File: src/rtl/int_issue_queue_select_if.sv
// Dispatch-to-scheduler bundle for the integer issue queue: dispatch writes,
// wakeup broadcasts, issue-side stall/flush and the issue/release return path.
interface int_issue_queue_select_if #(
  parameter int DISPATCH_WIDTH = 2,
  parameter int ENTRY_NUM      = 16,
  parameter int PTR_WIDTH      = 4,
  parameter int PREG_WIDTH     = 7,
  parameter int WAKEUP_WIDTH   = 2,
  parameter int PAYLOAD_WIDTH  = 96
) ();
  logic                                    flush;
  logic [DISPATCH_WIDTH-1:0]               ds_write;
  logic [DISPATCH_WIDTH*PTR_WIDTH-1:0]     ds_write_ptr;
  logic [DISPATCH_WIDTH-1:0]               ds_src_valid_a;
  logic [DISPATCH_WIDTH-1:0]               ds_src_valid_b;
  logic [DISPATCH_WIDTH-1:0]               ds_src_ready_a;
  logic [DISPATCH_WIDTH-1:0]               ds_src_ready_b;
  logic [DISPATCH_WIDTH*PREG_WIDTH-1:0]    ds_src_tag_a;
  logic [DISPATCH_WIDTH*PREG_WIDTH-1:0]    ds_src_tag_b;
  logic [DISPATCH_WIDTH-1:0]               ds_write_reg;
  logic [DISPATCH_WIDTH*PREG_WIDTH-1:0]    ds_dst_tag;
  logic [DISPATCH_WIDTH*PAYLOAD_WIDTH-1:0] ds_payload;
  logic [WAKEUP_WIDTH-1:0]                 wakeup_valid;
  logic [WAKEUP_WIDTH*PREG_WIDTH-1:0]      wakeup_tag;
  logic                                    issue_stall;
  logic                                    issue_valid;
  logic [PTR_WIDTH-1:0]                    issue_ptr;
  logic [PAYLOAD_WIDTH-1:0]                issue_payload;
  logic                                    release_valid;
  logic [PTR_WIDTH-1:0]                    release_ptr;
  logic [PTR_WIDTH:0]                      occupancy;

  modport master (
    output flush, ds_write, ds_write_ptr, ds_src_valid_a, ds_src_valid_b,
           ds_src_ready_a, ds_src_ready_b, ds_src_tag_a, ds_src_tag_b,
           ds_write_reg, ds_dst_tag, ds_payload, wakeup_valid, wakeup_tag,
           issue_stall,
    input  issue_valid, issue_ptr, issue_payload, release_valid, release_ptr,
           occupancy
  );

  modport slave (
    input  flush, ds_write, ds_write_ptr, ds_src_valid_a, ds_src_valid_b,
           ds_src_ready_a, ds_src_ready_b, ds_src_tag_a, ds_src_tag_b,
           ds_write_reg, ds_dst_tag, ds_payload, wakeup_valid, wakeup_tag,
           issue_stall,
    output issue_valid, issue_ptr, issue_payload, release_valid, release_ptr,
           occupancy
  );
endinterface

File: src/rtl/int_issue_queue_select.sv
// Integer issue queue: age-matrix oldest-ready select into one registered issue slot.
// Define ISSUE_QUEUE_SELF_WAKEUP_EN to let a selected producer wake its dependents internally.
module int_issue_queue_select #(
  parameter int DISPATCH_WIDTH = 2,
  parameter int ENTRY_NUM      = 16,
  parameter int PTR_WIDTH      = 4,
  parameter int PREG_WIDTH     = 7,
  parameter int WAKEUP_WIDTH   = 2,
  parameter int PAYLOAD_WIDTH  = 96
) (
  input logic                      clk,
  input logic                      rst,
  int_issue_queue_select_if.slave  bus
);
`ifdef ISSUE_QUEUE_SELF_WAKEUP_EN
  localparam int WK_NUM = WAKEUP_WIDTH + 1;
`else
  localparam int WK_NUM = WAKEUP_WIDTH;
`endif

  logic [ENTRY_NUM-1:0]     valid_r;
  logic [ENTRY_NUM-1:0]     rdy_a_r;
  logic [ENTRY_NUM-1:0]     rdy_b_r;
  logic [PREG_WIDTH-1:0]    src_a_tag_r [ENTRY_NUM];
  logic [PREG_WIDTH-1:0]    src_b_tag_r [ENTRY_NUM];
  logic [PAYLOAD_WIDTH-1:0] payload_r   [ENTRY_NUM];
  // age_r[i][j] set means entry j is older than entry i
  logic [ENTRY_NUM-1:0]     age_r       [ENTRY_NUM];
`ifdef ISSUE_QUEUE_SELF_WAKEUP_EN
  logic [ENTRY_NUM-1:0]     wr_reg_r;
  logic [PREG_WIDTH-1:0]    dst_tag_r   [ENTRY_NUM];
`endif

  logic                     issue_valid_r;
  logic [PTR_WIDTH-1:0]     issue_ptr_r;
  logic [PAYLOAD_WIDTH-1:0] issue_payload_r;
  logic                     release_valid_r;
  logic [PTR_WIDTH-1:0]     release_ptr_r;
  logic [PTR_WIDTH:0]       occ_r;

  logic [ENTRY_NUM-1:0]         cand_s;
  logic [ENTRY_NUM-1:0]         sel_oh_s;
  logic [PTR_WIDTH-1:0]         sel_ptr_s;
  logic                         sel_any_s;
  logic                         sel_fire_s;
  logic [WK_NUM-1:0]            wk_valid_s;
  logic [WK_NUM*PREG_WIDTH-1:0] wk_tags_s;
  logic [ENTRY_NUM-1:0]         ent_hit_a_s;
  logic [ENTRY_NUM-1:0]         ent_hit_b_s;
  logic [DISPATCH_WIDTH-1:0]    wr_en_s;
  logic [PTR_WIDTH-1:0]         wr_ptr_s     [DISPATCH_WIDTH];
  logic [ENTRY_NUM-1:0]         wr_oh_s      [DISPATCH_WIDTH];
  logic [ENTRY_NUM-1:0]         lane_age_s   [DISPATCH_WIDTH];
  logic [DISPATCH_WIDTH-1:0]    lane_rdy_a_s;
  logic [DISPATCH_WIDTH-1:0]    lane_rdy_b_s;
  logic [ENTRY_NUM-1:0]         wr_mask_s;
  logic [PTR_WIDTH:0]           wr_cnt_s;

  function automatic logic tag_hit(
    input logic [PREG_WIDTH-1:0]        tag,
    input logic [WK_NUM-1:0]            v,
    input logic [WK_NUM*PREG_WIDTH-1:0] tags
  );
    logic hit;
    hit = 1'b0;
    for (int w = 0; w < WK_NUM; w++) begin
      hit = hit | (v[w] && (tags[w*PREG_WIDTH +: PREG_WIDTH] == tag));
    end
    return hit;
  endfunction

  // Oldest-ready select: a candidate wins when no other candidate is older.
  always_comb begin
    cand_s    = valid_r & rdy_a_r & rdy_b_r;
    sel_oh_s  = {ENTRY_NUM{1'b0}};
    sel_ptr_s = {PTR_WIDTH{1'b0}};
    for (int i = 0; i < ENTRY_NUM; i++) begin
      if (cand_s[i] && ((age_r[i] & cand_s) == {ENTRY_NUM{1'b0}})) begin
        sel_oh_s[i] = 1'b1;
        sel_ptr_s   = PTR_WIDTH'(i);
      end else begin
        sel_oh_s[i] = 1'b0;
      end
    end
    sel_any_s  = |cand_s;
    sel_fire_s = sel_any_s & ~bus.issue_stall & ~bus.flush;
  end

  // Wakeup broadcast lines seen by both the stored entries and the dispatch lanes.
  always_comb begin
    wk_valid_s = {WK_NUM{1'b0}};
    wk_tags_s  = {(WK_NUM*PREG_WIDTH){1'b0}};
    wk_valid_s[WAKEUP_WIDTH-1:0]            = bus.wakeup_valid;
    wk_tags_s[WAKEUP_WIDTH*PREG_WIDTH-1:0] = bus.wakeup_tag;
`ifdef ISSUE_QUEUE_SELF_WAKEUP_EN
    wk_valid_s[WAKEUP_WIDTH] = sel_fire_s & wr_reg_r[sel_ptr_s];
    wk_tags_s[WAKEUP_WIDTH*PREG_WIDTH +: PREG_WIDTH] = dst_tag_r[sel_ptr_s];
`endif
  end

  // Tag match of every stored source against this cycle's wakeups.
  always_comb begin
    for (int i = 0; i < ENTRY_NUM; i++) begin
      ent_hit_a_s[i] = valid_r[i] & tag_hit(src_a_tag_r[i], wk_valid_s, wk_tags_s);
      ent_hit_b_s[i] = valid_r[i] & tag_hit(src_b_tag_r[i], wk_valid_s, wk_tags_s);
    end
  end

  // Dispatch lane decode: slot one-hots, initial readiness and the new age rows.
  always_comb begin
    wr_mask_s = {ENTRY_NUM{1'b0}};
    wr_cnt_s  = {(PTR_WIDTH+1){1'b0}};
    for (int l = 0; l < DISPATCH_WIDTH; l++) begin
      wr_en_s[l]  = bus.ds_write[l] & ~bus.flush;
      wr_ptr_s[l] = bus.ds_write_ptr[l*PTR_WIDTH +: PTR_WIDTH];
      wr_oh_s[l]  = wr_en_s[l] ? ({{(ENTRY_NUM-1){1'b0}}, 1'b1} << wr_ptr_s[l])
                               : {ENTRY_NUM{1'b0}};
      wr_mask_s   = wr_mask_s | wr_oh_s[l];
      wr_cnt_s    = wr_cnt_s + {{PTR_WIDTH{1'b0}}, wr_en_s[l]};
      lane_rdy_a_s[l] = !bus.ds_src_valid_a[l] || bus.ds_src_ready_a[l] ||
                        tag_hit(bus.ds_src_tag_a[l*PREG_WIDTH +: PREG_WIDTH], wk_valid_s, wk_tags_s);
      lane_rdy_b_s[l] = !bus.ds_src_valid_b[l] || bus.ds_src_ready_b[l] ||
                        tag_hit(bus.ds_src_tag_b[l*PREG_WIDTH +: PREG_WIDTH], wk_valid_s, wk_tags_s);
    end
    for (int l = 0; l < DISPATCH_WIDTH; l++) begin
      lane_age_s[l] = valid_r;
      for (int k = 0; k < DISPATCH_WIDTH; k++) begin
        lane_age_s[l] = lane_age_s[l] | ((k < l) ? wr_oh_s[k] : {ENTRY_NUM{1'b0}});
      end
    end
  end

  // Entry valid bits: set on dispatch, cleared when the entry is issued or flushed.
  always_ff @(posedge clk) begin
    if (rst || bus.flush) begin
      valid_r <= {ENTRY_NUM{1'b0}};
    end else begin
      valid_r <= (valid_r & ~(sel_fire_s ? sel_oh_s : {ENTRY_NUM{1'b0}})) | wr_mask_s;
    end
  end

  // Entry contents, ready tracking and age rows; a newly written slot becomes
  // the youngest, so its column is cleared in every other row.
  always_ff @(posedge clk) begin
    if (rst) begin
      rdy_a_r <= {ENTRY_NUM{1'b0}};
      rdy_b_r <= {ENTRY_NUM{1'b0}};
`ifdef ISSUE_QUEUE_SELF_WAKEUP_EN
      wr_reg_r <= {ENTRY_NUM{1'b0}};
`endif
      for (int i = 0; i < ENTRY_NUM; i++) begin
        src_a_tag_r[i] <= {PREG_WIDTH{1'b0}};
        src_b_tag_r[i] <= {PREG_WIDTH{1'b0}};
        payload_r[i]   <= {PAYLOAD_WIDTH{1'b0}};
        age_r[i]       <= {ENTRY_NUM{1'b0}};
`ifdef ISSUE_QUEUE_SELF_WAKEUP_EN
        dst_tag_r[i]   <= {PREG_WIDTH{1'b0}};
`endif
      end
    end else begin
      for (int i = 0; i < ENTRY_NUM; i++) begin
        rdy_a_r[i] <= rdy_a_r[i] | ent_hit_a_s[i];
        rdy_b_r[i] <= rdy_b_r[i] | ent_hit_b_s[i];
        age_r[i]   <= age_r[i] & ~wr_mask_s;
        for (int l = 0; l < DISPATCH_WIDTH; l++) begin
          if (wr_en_s[l] && (wr_ptr_s[l] == PTR_WIDTH'(i))) begin
            rdy_a_r[i]     <= lane_rdy_a_s[l];
            rdy_b_r[i]     <= lane_rdy_b_s[l];
            age_r[i]       <= lane_age_s[l];
            src_a_tag_r[i] <= bus.ds_src_tag_a[l*PREG_WIDTH +: PREG_WIDTH];
            src_b_tag_r[i] <= bus.ds_src_tag_b[l*PREG_WIDTH +: PREG_WIDTH];
            payload_r[i]   <= bus.ds_payload[l*PAYLOAD_WIDTH +: PAYLOAD_WIDTH];
`ifdef ISSUE_QUEUE_SELF_WAKEUP_EN
            wr_reg_r[i]    <= bus.ds_write_reg[l];
            dst_tag_r[i]   <= bus.ds_dst_tag[l*PREG_WIDTH +: PREG_WIDTH];
`endif
          end
        end
      end
    end
  end

  // Issue register, release pulse and occupancy; the release strobe is a
  // single-cycle event, so it drops while the issue register is stalled.
  always_ff @(posedge clk) begin
    if (rst || bus.flush) begin
      issue_valid_r   <= 1'b0;
      issue_ptr_r     <= {PTR_WIDTH{1'b0}};
      issue_payload_r <= {PAYLOAD_WIDTH{1'b0}};
      release_valid_r <= 1'b0;
      release_ptr_r   <= {PTR_WIDTH{1'b0}};
      occ_r           <= {(PTR_WIDTH+1){1'b0}};
    end else begin
      occ_r <= occ_r + wr_cnt_s - {{PTR_WIDTH{1'b0}}, sel_fire_s};
      if (!bus.issue_stall) begin
        issue_valid_r   <= sel_any_s;
        release_valid_r <= sel_any_s;
        if (sel_any_s) begin
          issue_ptr_r     <= sel_ptr_s;
          issue_payload_r <= payload_r[sel_ptr_s];
          release_ptr_r   <= sel_ptr_s;
        end
      end else begin
        release_valid_r <= 1'b0;
      end
    end
  end

  assign bus.issue_valid   = issue_valid_r;
  assign bus.issue_ptr     = issue_ptr_r;
  assign bus.issue_payload = issue_payload_r;
  assign bus.release_valid = release_valid_r;
  assign bus.release_ptr   = release_ptr_r;
  assign bus.occupancy     = occ_r;

  int_issue_queue_select_chk #(
    .DISPATCH_WIDTH (DISPATCH_WIDTH),
    .ENTRY_NUM      (ENTRY_NUM),
    .PTR_WIDTH      (PTR_WIDTH),
    .PREG_WIDTH     (PREG_WIDTH)
  ) u_chk (
    .clk            (clk),
    .rst            (rst),
    .flush          (bus.flush),
    .ds_write       (bus.ds_write),
    .ds_write_ptr   (bus.ds_write_ptr),
    .ds_write_reg   (bus.ds_write_reg),
    .ds_src_valid_a (bus.ds_src_valid_a),
    .ds_src_valid_b (bus.ds_src_valid_b),
    .ds_src_tag_a   (bus.ds_src_tag_a),
    .ds_src_tag_b   (bus.ds_src_tag_b),
    .ds_dst_tag     (bus.ds_dst_tag),
    .valid          (valid_r),
    .occupancy      (occ_r)
  );
endmodule

// Protocol checker: illegal dispatch targets, a renamed destination aliasing
// its own pending source, and occupancy overflow.
module int_issue_queue_select_chk #(
  parameter int DISPATCH_WIDTH = 2,
  parameter int ENTRY_NUM      = 16,
  parameter int PTR_WIDTH      = 4,
  parameter int PREG_WIDTH     = 7
) (
  input logic                                 clk,
  input logic                                 rst,
  input logic                                 flush,
  input logic [DISPATCH_WIDTH-1:0]            ds_write,
  input logic [DISPATCH_WIDTH*PTR_WIDTH-1:0]  ds_write_ptr,
  input logic [DISPATCH_WIDTH-1:0]            ds_write_reg,
  input logic [DISPATCH_WIDTH-1:0]            ds_src_valid_a,
  input logic [DISPATCH_WIDTH-1:0]            ds_src_valid_b,
  input logic [DISPATCH_WIDTH*PREG_WIDTH-1:0] ds_src_tag_a,
  input logic [DISPATCH_WIDTH*PREG_WIDTH-1:0] ds_src_tag_b,
  input logic [DISPATCH_WIDTH*PREG_WIDTH-1:0] ds_dst_tag,
  input logic [ENTRY_NUM-1:0]                 valid,
  input logic [PTR_WIDTH:0]                   occupancy
);
  // Sampled each edge outside reset; flushed writes are discarded and not checked.
  always @(posedge clk) begin
    if (!rst && !flush) begin
      for (int l = 0; l < DISPATCH_WIDTH; l++) begin
        if (ds_write[l]) begin
          assert (!valid[ds_write_ptr[l*PTR_WIDTH +: PTR_WIDTH]]);
          for (int k = l + 1; k < DISPATCH_WIDTH; k++) begin
            if (ds_write[k]) begin
              assert (ds_write_ptr[l*PTR_WIDTH +: PTR_WIDTH] != ds_write_ptr[k*PTR_WIDTH +: PTR_WIDTH]);
            end
          end
          if (ds_write_reg[l] && ds_src_valid_a[l]) begin
            assert (ds_dst_tag[l*PREG_WIDTH +: PREG_WIDTH] != ds_src_tag_a[l*PREG_WIDTH +: PREG_WIDTH]);
          end
          if (ds_write_reg[l] && ds_src_valid_b[l]) begin
            assert (ds_dst_tag[l*PREG_WIDTH +: PREG_WIDTH] != ds_src_tag_b[l*PREG_WIDTH +: PREG_WIDTH]);
          end
        end
      end
    end
    if (!rst) begin
      assert (occupancy <= (PTR_WIDTH+1)'(ENTRY_NUM));
    end
  end
endmodule
File: src/flat_wrapper.sv
// flat-port wrapper written by rule: the top's interface ports become plain ports
module int_issue_queue_select_flat 
#(
  parameter int DISPATCH_WIDTH = 2,
  parameter int ENTRY_NUM      = 16,
  parameter int PTR_WIDTH      = 4,
  parameter int PREG_WIDTH     = 7,
  parameter int WAKEUP_WIDTH   = 2,
  parameter int PAYLOAD_WIDTH  = 96
)
  (clk, rst, bus_flush, bus_ds_write, bus_ds_write_ptr, bus_ds_src_valid_a, bus_ds_src_valid_b, bus_ds_src_ready_a, bus_ds_src_ready_b, bus_ds_src_tag_a, bus_ds_src_tag_b, bus_ds_write_reg, bus_ds_dst_tag, bus_ds_payload, bus_wakeup_valid, bus_wakeup_tag, bus_issue_stall, bus_issue_valid, bus_issue_ptr, bus_issue_payload, bus_release_valid, bus_release_ptr, bus_occupancy);
  int_issue_queue_select_if #(.DISPATCH_WIDTH(DISPATCH_WIDTH), .ENTRY_NUM(ENTRY_NUM), .PTR_WIDTH(PTR_WIDTH), .PREG_WIDTH(PREG_WIDTH), .WAKEUP_WIDTH(WAKEUP_WIDTH), .PAYLOAD_WIDTH(PAYLOAD_WIDTH)) bus_i ();
  input logic clk;
  input logic rst;
  input wire logic [$bits(bus_i.flush)-1:0] bus_flush;
  input wire logic [$bits(bus_i.ds_write)-1:0] bus_ds_write;
  input wire logic [$bits(bus_i.ds_write_ptr)-1:0] bus_ds_write_ptr;
  input wire logic [$bits(bus_i.ds_src_valid_a)-1:0] bus_ds_src_valid_a;
  input wire logic [$bits(bus_i.ds_src_valid_b)-1:0] bus_ds_src_valid_b;
  input wire logic [$bits(bus_i.ds_src_ready_a)-1:0] bus_ds_src_ready_a;
  input wire logic [$bits(bus_i.ds_src_ready_b)-1:0] bus_ds_src_ready_b;
  input wire logic [$bits(bus_i.ds_src_tag_a)-1:0] bus_ds_src_tag_a;
  input wire logic [$bits(bus_i.ds_src_tag_b)-1:0] bus_ds_src_tag_b;
  input wire logic [$bits(bus_i.ds_write_reg)-1:0] bus_ds_write_reg;
  input wire logic [$bits(bus_i.ds_dst_tag)-1:0] bus_ds_dst_tag;
  input wire logic [$bits(bus_i.ds_payload)-1:0] bus_ds_payload;
  input wire logic [$bits(bus_i.wakeup_valid)-1:0] bus_wakeup_valid;
  input wire logic [$bits(bus_i.wakeup_tag)-1:0] bus_wakeup_tag;
  input wire logic [$bits(bus_i.issue_stall)-1:0] bus_issue_stall;
  output wire logic [$bits(bus_i.issue_valid)-1:0] bus_issue_valid;
  output wire logic [$bits(bus_i.issue_ptr)-1:0] bus_issue_ptr;
  output wire logic [$bits(bus_i.issue_payload)-1:0] bus_issue_payload;
  output wire logic [$bits(bus_i.release_valid)-1:0] bus_release_valid;
  output wire logic [$bits(bus_i.release_ptr)-1:0] bus_release_ptr;
  output wire logic [$bits(bus_i.occupancy)-1:0] bus_occupancy;
  assign bus_i.flush = bus_flush;
  assign bus_i.ds_write = bus_ds_write;
  assign bus_i.ds_write_ptr = bus_ds_write_ptr;
  assign bus_i.ds_src_valid_a = bus_ds_src_valid_a;
  assign bus_i.ds_src_valid_b = bus_ds_src_valid_b;
  assign bus_i.ds_src_ready_a = bus_ds_src_ready_a;
  assign bus_i.ds_src_ready_b = bus_ds_src_ready_b;
  assign bus_i.ds_src_tag_a = bus_ds_src_tag_a;
  assign bus_i.ds_src_tag_b = bus_ds_src_tag_b;
  assign bus_i.ds_write_reg = bus_ds_write_reg;
  assign bus_i.ds_dst_tag = bus_ds_dst_tag;
  assign bus_i.ds_payload = bus_ds_payload;
  assign bus_i.wakeup_valid = bus_wakeup_valid;
  assign bus_i.wakeup_tag = bus_wakeup_tag;
  assign bus_i.issue_stall = bus_issue_stall;
  assign bus_issue_valid = bus_i.issue_valid;
  assign bus_issue_ptr = bus_i.issue_ptr;
  assign bus_issue_payload = bus_i.issue_payload;
  assign bus_release_valid = bus_i.release_valid;
  assign bus_release_ptr = bus_i.release_ptr;
  assign bus_occupancy = bus_i.occupancy;
  int_issue_queue_select #(.DISPATCH_WIDTH(DISPATCH_WIDTH), .ENTRY_NUM(ENTRY_NUM), .PTR_WIDTH(PTR_WIDTH), .PREG_WIDTH(PREG_WIDTH), .WAKEUP_WIDTH(WAKEUP_WIDTH), .PAYLOAD_WIDTH(PAYLOAD_WIDTH)) u_core (.clk(clk), .rst(rst), .bus(bus_i));
endmodule
File: config.mk
export PLATFORM = sky130hd
export DESIGN_NAME = int_issue_queue_select_flat
export DESIGN_NICKNAME = d
export VERILOG_FILES = /design/src/rtl/int_issue_queue_select_if.sv /design/src/rtl/int_issue_queue_select.sv /design/src/flat_wrapper.sv
export SDC_FILE = /design/constraint.sdc
export NUM_CORES = 2
export LEC_CHECK = 0
export BUFFER_PORTS_ARGS = -buffer_cell sky130_fd_sc_hd__buf_2
export CAP_MARGIN = 20
export CORE_MARGIN = 2
export CORE_UTILIZATION = 68
export DETAILED_ROUTE_END_ITERATION = 8
export HOLD_SLACK_MARGIN = 0.15
export PLACE_DENSITY = 0.95
export SLEW_MARGIN = 20
export SYNTH_ARGS = -nofsm -noshare
export SYNTH_HDL_FRONTEND = slang
export SYNTH_SLANG_ARGS = --single-unit
export TNS_END_PERCENT = 1
File: constraint.sdc
create_clock -name clk -period 8.5 [get_ports clk]
set_input_delay 0.425 -clock clk [delete_from_list [all_inputs] [get_ports clk]]
set_output_delay 0.425 -clock clk [all_outputs]
set_load 0.03 [all_outputs]
==> metrics, run 1 <==
ys async rst share=0%; Initial Utilization=between 60% and 70%; distinct cell type count after synthesis=between 60 and 70; total CTS buffers=between 200 and 250; Post-Syn Area=between 0.1 and 0.15 sq mm; commonest cells in the netlist=edfxtp_1, nand2_1, a21oi_1; IO Pins=~390; pre-CTS WS=between 2 and 3 ns; port bufs=approximately 370; post-synthesis simple-gate area fraction=12.6%; post-synth top area share=about half; most numerous cell in the Yosys netlist=edfxtp_1; clock sink total=~2,200; Cells after Synth=approximately 11,000; largest net degree at the start of global routing=148; yosys warns=0; Seq cells post-synth=2,171; Log Error=[ERROR GRT-0228] Horizontal edge usage exceeds the maximum allowed. (16, 47) usage=65535 limit=3200; CTS H-Tree Depth=4; sequential area share after synthesis=between 50% and 60%; ys flop type=edfxtp_1; initial antenna violation count=roughly 120; Failed at=5_1_grt; die width=416 um; CTS Root Cell=clkbuf_16; Synth Area in Compound Gates=between 10% and 20%; # rows=between 150 and 200; placer congestion estimate=between 1 and 1.5; CTS resizes=0; Max Root-Sink Buffers=3; post-DP HPWL=approximately 240 mm; top cells by area, synth=edfxtp_1, a22o_1, nand2_1; Post-synth EDFFs=around 2,000; Avg Inst Size Synth=between 10 and 15 sq um; largest area contributor in the netlist=edfxtp_1; post-synthesis xor/xnor area fraction=a little under 4%; Die Y=approximately 420 um; post-synthesis mux area share=between 3 and 4%; Synth Area in Adders=less than 1%; outcome=aborted with a tool error; largest family of logic cells by synthesized area=compound AO/OA/AOI/OAI gates
-- cells by family after synthesis --
logic type                 after synthesis
AOI/OAI and AO/OA                     3314
and+or+nand+nor                       3282
DFF                                   2171
buffers and inverters                 1548
xor gates and xnor gates               509
muxes                                  391
adders and majority gates                8
other                                    1
-- through the flow --
step	instance area (sq um)	instances
after CTS	128000	13534
after detailed placement	118000	12811
after global placement	118000	12811
after floorplan	117000	11463
-- what timing repair did --
action / 4_1_cts
endpoints found under the hold margin: 1596
buffers inserted: 0
hold buffers: 321
==> run 2, diff against run 1 <==
--- a/config.mk
+++ b/config.mk
@@ -8,10 +8,9 @@
 export BUFFER_PORTS_ARGS = -buffer_cell sky130_fd_sc_hd__buf_2
 export CAP_MARGIN = 20
 export CORE_MARGIN = 2
-export CORE_UTILIZATION = 68
+export CORE_UTILIZATION = 40
 export DETAILED_ROUTE_END_ITERATION = 8
-export HOLD_SLACK_MARGIN = 0.15
-export PLACE_DENSITY = 0.95
+export PLACE_DENSITY_LB_ADDON = 0.15
 export SLEW_MARGIN = 20
 export SYNTH_ARGS = -nofsm -noshare
 export SYNTH_HDL_FRONTEND = slang
==> metrics, run 2 <==
outcome=finished clean; commonest non-fill, non-tap cell in the layout=edfxtp_1; Worst Path Max Fanout=63; CP endpoint kind=flip-flop; fmax=between 150 and 200 MHz; vias in the first global route=96,599; Seq cells post-synth=2,171; clock sink total=about 2,200; sw frac=about 25%; DRT Pass-1 Iters=6; final setup violation count=0; CTS Root Cell=clkbuf_16; Worst Tran Pin Value=1.40 ns; sequential area share after synthesis=54.9%; Avg Inst Size Synth=~10 sq um; Worst Path Arrival=just over 7 ns; DRC viols=0; Hold Fails Final Rpt=0; final hold slack=0.0403 ns; final net count=roughly 11,000; first-pass GRT wire length=735 mm; final instance area=0.131 sq mm; clock skew=approximately 0.075 ns; die area=0.294 sq mm; Final Max Slew Viols=0; most numerous cell in the Yosys netlist=edfxtp_1; met1 WL=~200 mm; Critical Path RT=between 9 and 10 ns; initial antenna violation count=59; Routed Antenna Nets=0; max reg flops=about 1,500; placer congestion estimate=0.965; Clock Power Share=between 40% and 50%; kind of critical path=flip-flop to flip-flop; setup TNS=0 ns; Biggest register=u_core.payload_r; Pint=between 15 and 20 mW; Pwr per Cell Area=194 mW/mm^2; max layer used=met5; Max VDD drop=between 150 and 200 uV; Largest regs=u_core.payload_r: 1536 flops, u_core.age_r: 256 flops; metal3 WL=about 69 mm; top cells by area, synth=edfxtp_1, a22o_1, nand2_1; ys flop type=edfxtp_1; Cells after Synth=approximately 11,000; Psw=6.37 mW; Reg power frac=about 50%; 1st-iter DRT viols=approximately 17,000; clk_lat worst skew=between 0.9 and 1 ns; Worst Hold Class=input port to flip-flop; Setup Buffers After CTS=0; gr usage total=approximately a third; share of cells above drive strength 1=about a tenth; largest area contributor in the netlist=edfxtp_1; yosys warns=0; post-place instance area=0.120 sq mm; core box area=about 0.29 sq mm; Power Total=25.4 mW; die width=542 um; final WL=about 530 mm; routed len/inst=about 35 um; IO Pins=a little under 400; RSZ-0062 raised after global routing=no; startpoint types=flip-flop; Post-synth EDFFs=around 2,000; total CTS buffers=around 240; post-DP HPWL=~260 mm; Reg clk slew, reported paths=0.07 ns; Max Root-Sink Buffers=4; via count=approximately 100k; fin cells=15,119; post-synth top area share=51.9%; Vias per Instance=approximately 6.7; CTS H-Tree Depth=4; WL met2=roughly 230 mm; crit path time final=slightly above 6 ns; Max Cap Viol=0; Comb pwr share=between 8 and 9%; Initial Utilization=around 40%; ys async rst share=0%; TritonCTS clock tree=built; placed cells=14,390; Post-Syn Area=about 0.12 sq mm; most frequent cells in the layout=edfxtp_1, nand2_1, a21oi_1; # rows=approximately 200; Die Y=542 um; total gr overflow=0; port bufs=~370; commonest cells in the netlist=edfxtp_1, nand2_1, a21oi_1; largest net degree at the start of global routing=between 150 and 200; Leak Pwr=46.3 nW; Slew Limit Headroom=under 10%; final worst-path cycle share=about 73%; distinct cell type count after synthesis=67; area grow syn2layout=13.0%
## run 2: cell type report
type	instances	area, sq um
repair buffers	873	6920
clock inverters	108	888
clock buffers	338	6740
multi-input cells	7744	47600
flip-flops and latches	2171	63500
inverters	80	300
diodes	24	60.1
well taps	3781	4730
fillers	26436	157000
## run 2: path summary, 6_finish.rpt
check | startpoint | endpoint | slack (ns) | cells past startpoint
setup / recovery | u_core.valid_r[12] | u_core.bus.issue_payload[87] | 2.30 | 13
hold / removal | bus_ds_payload[184] | u_core.payload_r[14][88] | 0.04 | 3
setup reg to reg | u_core.valid_r[12] | u_core.bus.issue_payload[87] | 2.30 | 13
hold reg to reg | u_core.age_r[1][31] | u_core.age_r[1][31] | 0.47 | 2
## run 2: cells by family (layout without fill, tap and decap cells)
family / after synthesis / in the layout / synth area share, %
mux: 391 / 391 / 3.66
fa+ha+maj: 8 / 8 / 0.0930
xor+xnor: 509 / 509 / 3.85
other cells: 1 / 264 / 0.00324
buf+inv: 1548 / 1399 / 5.26
compound gates: 3314 / 3314 / 19.6
flops: 2171 / 2171 / 54.9
simple gates: 3282 / 3282 / 12.6
## run 2: through the flow
step                      util [%]  worst slack, ns
after floorplan                  -             3.80
after global placement        41.8             2.87
after detailed placement      41.8             2.77
after CTS                     45.4             2.76
after global routing          45.4             2.27
final                         45.4             2.30
## run 2: critical path: stages (launching register included)
cell       delay [ns]
dfxtp_1          0.30
buf_4            0.46
nand3_2          0.77
o2111ai_1        1.02
nor4_2           0.18
nor4_2           0.63
o21a_1           0.28
nand2b_4         0.74
buf_12           0.46
buf_12           0.45
o22ai_1          0.14
nor2_1           0.16
o22ai_1          0.11
a21oi_1          0.21
## run 2: per-layer routing
metal / vias to the layer above / global-route usage (%)
met1: 50201 / 45.4
met5: - / 0
li1: 41254 / -
met4: 42 / 19.0
met2: 8124 / 53.1
met3: 1757 / 9.01
## run 2: power groups by stage
| stage | sequential [mW] | clock (mW) | combinational (mW) |
|---|---|---|---|
| 2_1_floorplan | 12.8 | 0 | 1.30 |
| 3_3_place_gp | 12.9 | 0 | 1.97 |
| 3_5_place_dp | 12.9 | 0 | 2.01 |
| 4_1_cts | 12.7 | 10.5 | 2.12 |
| 5_1_grt | 12.7 | 10.9 | 2.31 |
| 6_report | 12.7 | 10.5 | 2.20 |
## run 2: repair_timing
item                       4_1_cts  5_1_grt
setup endpoints to repair        0        0
hold buffers                   257        0
gates resized for setup          0        0
hold endpoints to repair       666        0
No activity file was read; power rests on OpenSTA's default activity.
